==> config.mk <==
export PLATFORM = sky130hd
export DESIGN_NAME = stream_demux2
export DESIGN_NICKNAME = d
export VERILOG_FILES = /design/src/rtl/stream_demux2.sv
export SDC_FILE = /design/constraint.sdc
export NUM_CORES = 1
export LEC_CHECK = 0
export CAP_MARGIN = 20
export CORE_UTILIZATION = 33
export DETAILED_ROUTE_END_ITERATION = 8
export GPL_TIMING_DRIVEN = 0
export SLEW_MARGIN = 20
export SYNTH_ARGS = -nofsm -noshare
export SYNTH_HDL_FRONTEND = slang
export SYNTH_HIERARCHICAL = 1
export SYNTH_SLANG_ARGS = --single-unit
==> constraint.sdc <==
create_clock -name clk -period 3.4 [get_ports clk]
set_input_delay 0.68 -clock clk [delete_from_list [all_inputs] [get_ports clk]]
set_output_delay 0.68 -clock clk [all_outputs]
set_load 0.01 [all_outputs]
==> src/rtl/stream_demux2.sv <==
// Two-way stream demultiplexer: each input word is steered by in_sel into one
// of two independent 2-entry FIFOs, each drained by its own valid/ready consumer.

module stream_demux2_fifo #(
  parameter int unsigned width = 16
) (
  input  logic             clk,
  input  logic             rst_n,
  input  logic             push,
  input  logic             pop,
  input  logic [width-1:0] wdata,
  output logic             full,
  output logic             valid,
  output logic [width-1:0] rdata,
  output logic [1:0]       count
);

  localparam int unsigned cnt_w = 2;
  localparam logic [cnt_w-1:0] depth = cnt_w'(2);

  logic             wptr;
  logic             rptr;
  logic [width-1:0] mem [2];
  logic             do_push;
  logic             do_pop;
  logic [cnt_w-1:0] count_nxt;

  // A full FIFO refuses a push even when it pops in the same cycle.
  assign do_push = push & ~full;
  assign do_pop  = pop & valid;

  always_comb begin
    count_nxt = count;
    case ({do_push, do_pop})
      2'b10:   count_nxt = count + cnt_w'(1);
      2'b01:   count_nxt = count - cnt_w'(1);
      default: count_nxt = count;
    endcase
  end

  always_ff @(posedge clk or negedge rst_n) begin
    if (!rst_n) begin
      wptr  <= 1'b0;
      rptr  <= 1'b0;
      count <= '0;
    end else begin
      if (do_push) wptr <= ~wptr;
      if (do_pop)  rptr <= ~rptr;
      count <= count_nxt;
    end
  end

  // Storage is deliberately left unreset; contents only matter while valid.
  always_ff @(posedge clk) begin
    if (do_push) mem[wptr] <= wdata;
  end

  assign full  = (count == depth);
  assign valid = (count != '0);
  assign rdata = mem[rptr];

endmodule

module stream_demux2 #(
  parameter int unsigned width = 16
) (
  input  logic             clk,
  input  logic             rst_n,
  input  logic             in_valid,
  output logic             in_ready,
  input  logic             in_sel,
  input  logic [width-1:0] in_data,
  output logic             out0_valid,
  input  logic             out0_ready,
  output logic [width-1:0] out0_data,
  output logic             out1_valid,
  input  logic             out1_ready,
  output logic [width-1:0] out1_data,
  output logic [1:0]       count0,
  output logic [1:0]       count1
);

  logic full0;
  logic full1;
  logic push0;
  logic push1;

  // Ready depends only on the selected channel's registered occupancy.
  assign in_ready = in_sel ? ~full1 : ~full0;
  assign push0    = in_valid & ~in_sel;
  assign push1    = in_valid &  in_sel;

  stream_demux2_fifo #(.width(width)) u_ch0 (
    .clk   (clk),
    .rst_n (rst_n),
    .push  (push0),
    .pop   (out0_ready),
    .wdata (in_data),
    .full  (full0),
    .valid (out0_valid),
    .rdata (out0_data),
    .count (count0)
  );

  stream_demux2_fifo #(.width(width)) u_ch1 (
    .clk   (clk),
    .rst_n (rst_n),
    .push  (push1),
    .pop   (out1_ready),
    .wdata (in_data),
    .full  (full1),
    .valid (out1_valid),
    .rdata (out1_data),
    .count (count1)
  );

endmodule

[Yosys cells after proc, flatten, opt, wreduce, memory -nomap -nowiden]
Memory sizes are Yosys's and may differ from the RTL's.
Index checks and enable logic that the tools add are counted.
Widths: inputs -> output; s select.
Word-level totals
  bits in registers: 8
  memory bits (writable): 64
  input bits: 22
  word-level logic and storage cells: 42
  memories kept: 2
Memory list
  u_ch0.mem: words 2, bits a word 16, rd ports 1, clocked after memory_dff 0, write ports 1, line 23  | logic [width-1:0] mem [2];
  u_ch1.mem: words 2, bits a word 16, rd ports 1, clocked after memory_dff 0, write ports 1, line 23
Cells by class
  $add $sub $neg: 4
  equality and inequality tests: 6
  mux-type cells: 7
  bitwise operators: 13
  reductions and logical operators: 4
Operators with widths (count)
  $eq 2x2->1 const B: 4
  $pmux 2 s2: 2
  $reduce_bool 2->1: 4
  $not 1->1: 7
  $and 1x1->1: 6
  $mux 1: 5
  $add 2x1->2 const B: 2
  $eq 2x1->1 const B: 2
  $sub 2x1->2 const B: 2

[Depth between registers and ports, before layout]
Gate-level depths: netlist of run 1.
  depth in word-level cells: 5
  depth in mapped cells: 6
  gate-level depth less buffers: 6

[Modules after synthesis]
Netlist of run 1, hierarchy kept.
Modules (own cells, without submodules)
  stream_demux2_fifo: times used 2, cells each 68, area an instance 1362.6 um^2
  stream_demux2: times used 1, cells each 3, area an instance 23.8 um^2

[Worst setup path after synthesis of run 1]
No wires, ideal clock.
  kind: input -> register
  from: input port in_valid
  to: memory u_ch0.mem[0][0], enable pin
  arrival: 1.622 ns
  required time: 3.012 ns
  setup slack: 1.390 ns
  stages on the path: 3
  buffers on the path: 0
  cell sequence: nor2b_1 nand2_1 nor2_1
On the way
  cells in the longest elaborated chain, start to end: 4
Ends and longest elaborated chain
  start, declared: line 69  | input logic in_valid,
  $and 1x1->1: line 90  | assign push0 = in_valid & ~in_sel;
  $and 1x1->1: line 29  | assign do_push = push & ~full;
  $mux 1: line 55  | if (do_push) mem[wptr] <= wdata;
  $mux 1 (not written as such): line 55
  end, declared: line 23
No other way between the ends.

[Final worst setup path of run 1]
  from: input port in_sel
  to: output port in_ready
On the way
  cells in the longest elaborated chain, start to end: 1
Ends and longest elaborated chain
  start, declared: line 71  | input logic in_sel,
  $mux 1: line 89  | assign in_ready = in_sel ? ~full1 : ~full0;
  end, declared: line 70  | output logic in_ready,
No other way between the ends.

==> results.toml, run 1 <==
[layout]
final_common_cell = "edfxtp_1"
final_cell_mix = "edfxtp_1 (64), clkdlybuf4s50_1 (60), mux2_2 (32), clkbuf_8 (9), dfrtp_1 (8)"
antenna_cells = 0
utilization_pct = 47.1
layout.nets = 236
area_delta_synth_final_pct = 35.0
drive_above_1_share_pct = 25.5

[sta]
tightestPinTransition_ns = 0.875
fin_ws_ns = 0.802
period_share_pct = 76.4
hold_viol = 0
slew_violations = 0
fin_worst_skew_ns = 0.00736
grt_setup_unrepaired = "no"
setup_viol = 0
slew-limit-headroom_pct = 41.6
fin_hold_ws_ns = 0.512
setup_tns_ns = 0
finalCriticalPeriod_ns = 2.60
clock.fmax_mhz = 385

[synth]
synth_top_area_share_pct = 69.9
mappedNetlistArea_mm2 = 0.00275
synth_cell_types = 17
yosysTopAreaCell = "edfxtp_1"
ys_top_cells_by_area = "edfxtp_1 (70%), mux2_2 (13%), dfrtp_1 (7.3%)"
syn_nets = 163
syn_inst = 139
ys_warn_count = 6
synth_area_per_cell_um2 = 19.8
ys_ff_latch = 72
yosysSeqAreaShare_pct = 77.2

[floorplan]
chipHeight_um = 93.3
core_region_area_mm2 = 0.00789
start_util_pct = 34.9
die_w_um = 93.3
pin_count = 61
std_cell_rows = 32
die_area_mm2 = 0.00870

[detailed_routing]
drtAntennaViolNets = 0
drtIter0Drc = 63
first_pass_iters = 4
route.detailed.drc = 0
viasPerCell = 4.43
wirelength_mm = 4.92
wl_per_cell_um = 15.5
vias = 1410

[clock_network]
cts_hold_buf = 0
cts_setup_buffers = 0
clkTransAtPathRegs_ns = 0.07
cts_sinks = 72
worstSkewPairLatency_ns = 0.33
root_buffer = "clkbuf_8"
clk_path_buf_depth = 2
cts_tree = "done"
cts_max_level = 3
cts_resized = 0
cts_made_buffers = 9

[hold_path]
hold_class = "register to register"
min-delay-start = "u_ch1/wptr"

[run]
max_cap_violations = 0

[global_route]
grt_pass1_vias = 1436
antenna_found_initial = 0
grt_overflow_total = 0
grt_pass1_wl_mm = 7.78
track_usage_pct = 12.6
grt_max_degree = 17

[pwr]
peakVddDrop_mv = 0.441
power_w = 0.00294
leakagePower_nw = 1.29
p_per_area_mw_per_mm2 = 791

[placed_design]
place_congestion = 0.664
dp_hpwl_mm = 3.35
pre_cts_slack_ns = 0.807
portBuffers = 60

[outcome]
status = "completed"

[setup_path]
cp_max_fo = 3
timing_worst_setup_path_type = "primary input to primary output"
crit_path_start = "in_sel"
r2r-start = "u_ch1/count[0]"
cp.required_ns = 2.72
critPathLaunchType = "primary input"
worstPathArrival_ns = 1.92
worst_setup_path_end_kind = "primary output"
## final timing paths
check	endpoint	slack (ns)	depth (start not counted)
worst max-delay path	in_ready	0.80	3
worst min-delay path	u_ch1/wptr	0.51	1
worst max register to register	u_ch1/mem[1][14]	1.67	2
worst min register to register	u_ch1/wptr	0.51	1
max in group asynchronous	u_ch1/rptr	2.49	1
min in group asynchronous	u_ch1/wptr	0.64	1
## cell type report
type | instances | area, um2
clock buffers | 10 | 128
plain buffers | 4 | 45.0
multi-input cells | 61 | 579
clock inverters | 5 | 72.6
flip-flops and latches | 72 | 2120
inverters | 2 | 7.51
well taps | 102 | 128
repair buffers | 62 | 631
fillers | 704 | 4180
## flip-flops by register name, summed over array words and instances, names as in the netlist
signal       flops
u_ch0/wptr       1
u_ch1/rptr       1
u_ch1/wptr       1
u_ch0/rptr       1
u_ch1/mem       32
u_ch0/mem       32
u_ch1/count      2
u_ch0/count      2
## power breakdown
part,internal [W],total (W),switching [W]
Combinational,0.000618,0.00106,0.000442
Sequential,0.00112,0.00119,0.0000679
Clock,0.000403,0.000685,0.000282
Total,0.00215,0.00294,0.000792
## routing by layer
metal	track usage, %	share of wire [%]	routed length, um	vias to the layer above
met2	19.5	48	2380	38
met4	5.38	1.2	61	0
met5	0	0	0	-
met1	16.6	46	2250	702
met3	3.58	4.6	224	6
li1	-	-	-	664
## per-stage QoR
step                instances  instance area [um2]
finish                    318                 3710
floorplan                 139                 2750
global placement          301                 3480
detailed placement        303                 3510
CTS                       318                 3710
global route              318                 3710
## kinds of logic (layout without fill, tap and decap cells)
| group | Yosys count | in the layout | synth area share (%) |
|---|---|---|---|
| buffers and inverters | 6 | 83 | 1.91 |
| XOR/XNOR | 10 | 10 | 3.19 |
| AND/OR/NAND/NOR | 16 | 16 | 3.32 |
| flip-flops | 72 | 72 | 77.2 |
| multiplexers | 33 | 33 | 13.5 |
| adder cells (fa/ha/maj) | 2 | 2 | 0.910 |
## synth_stat cells
cell	n
and3_1	2
nand2_1	2
nor2b_1	1
ha_1	2
inv_1	2
mux2_2	32
dfrtp_1	8
xor2_1	4
and2_2	1
nor2_1	4
nand2b_1	2
xnor2_1	6
and2_4	2
or2_1	2
edfxtp_1	64
buf_6	4
mux2i_1	1
## critical path, stage by stage
cell and delay [ns]:
clkdlybuf4s50_1 0.50, mux2i_1 0.19, clkdlybuf4s50_1 0.55
No activity file was read; power rests on OpenSTA's default activity.
==> inputs of run 2 (changes only) <==
clock period = 2.5 ns   (was 3.4 ns; I/O delays follow)
==> results of run 2 <==
The final DEF is identical to that of run 1. Status: completed.
Main changes from that run: setup slack after placement 0.807 ns -> 0.173 ns; setup slack after layout 0.802 ns -> 0.162 ns; hold slack 0.512 ns -> 0.455 ns; start point of the critical path in_sel -> u_ch0/rptr; end point of the critical path in_ready -> out0_data[5]; register-to-register setup slack 1.67 ns -> 0.77 ns; total power 0.00294 W -> 0.00400 W; worst IR drop on VDD 0.441 mV -> 0.600 mV
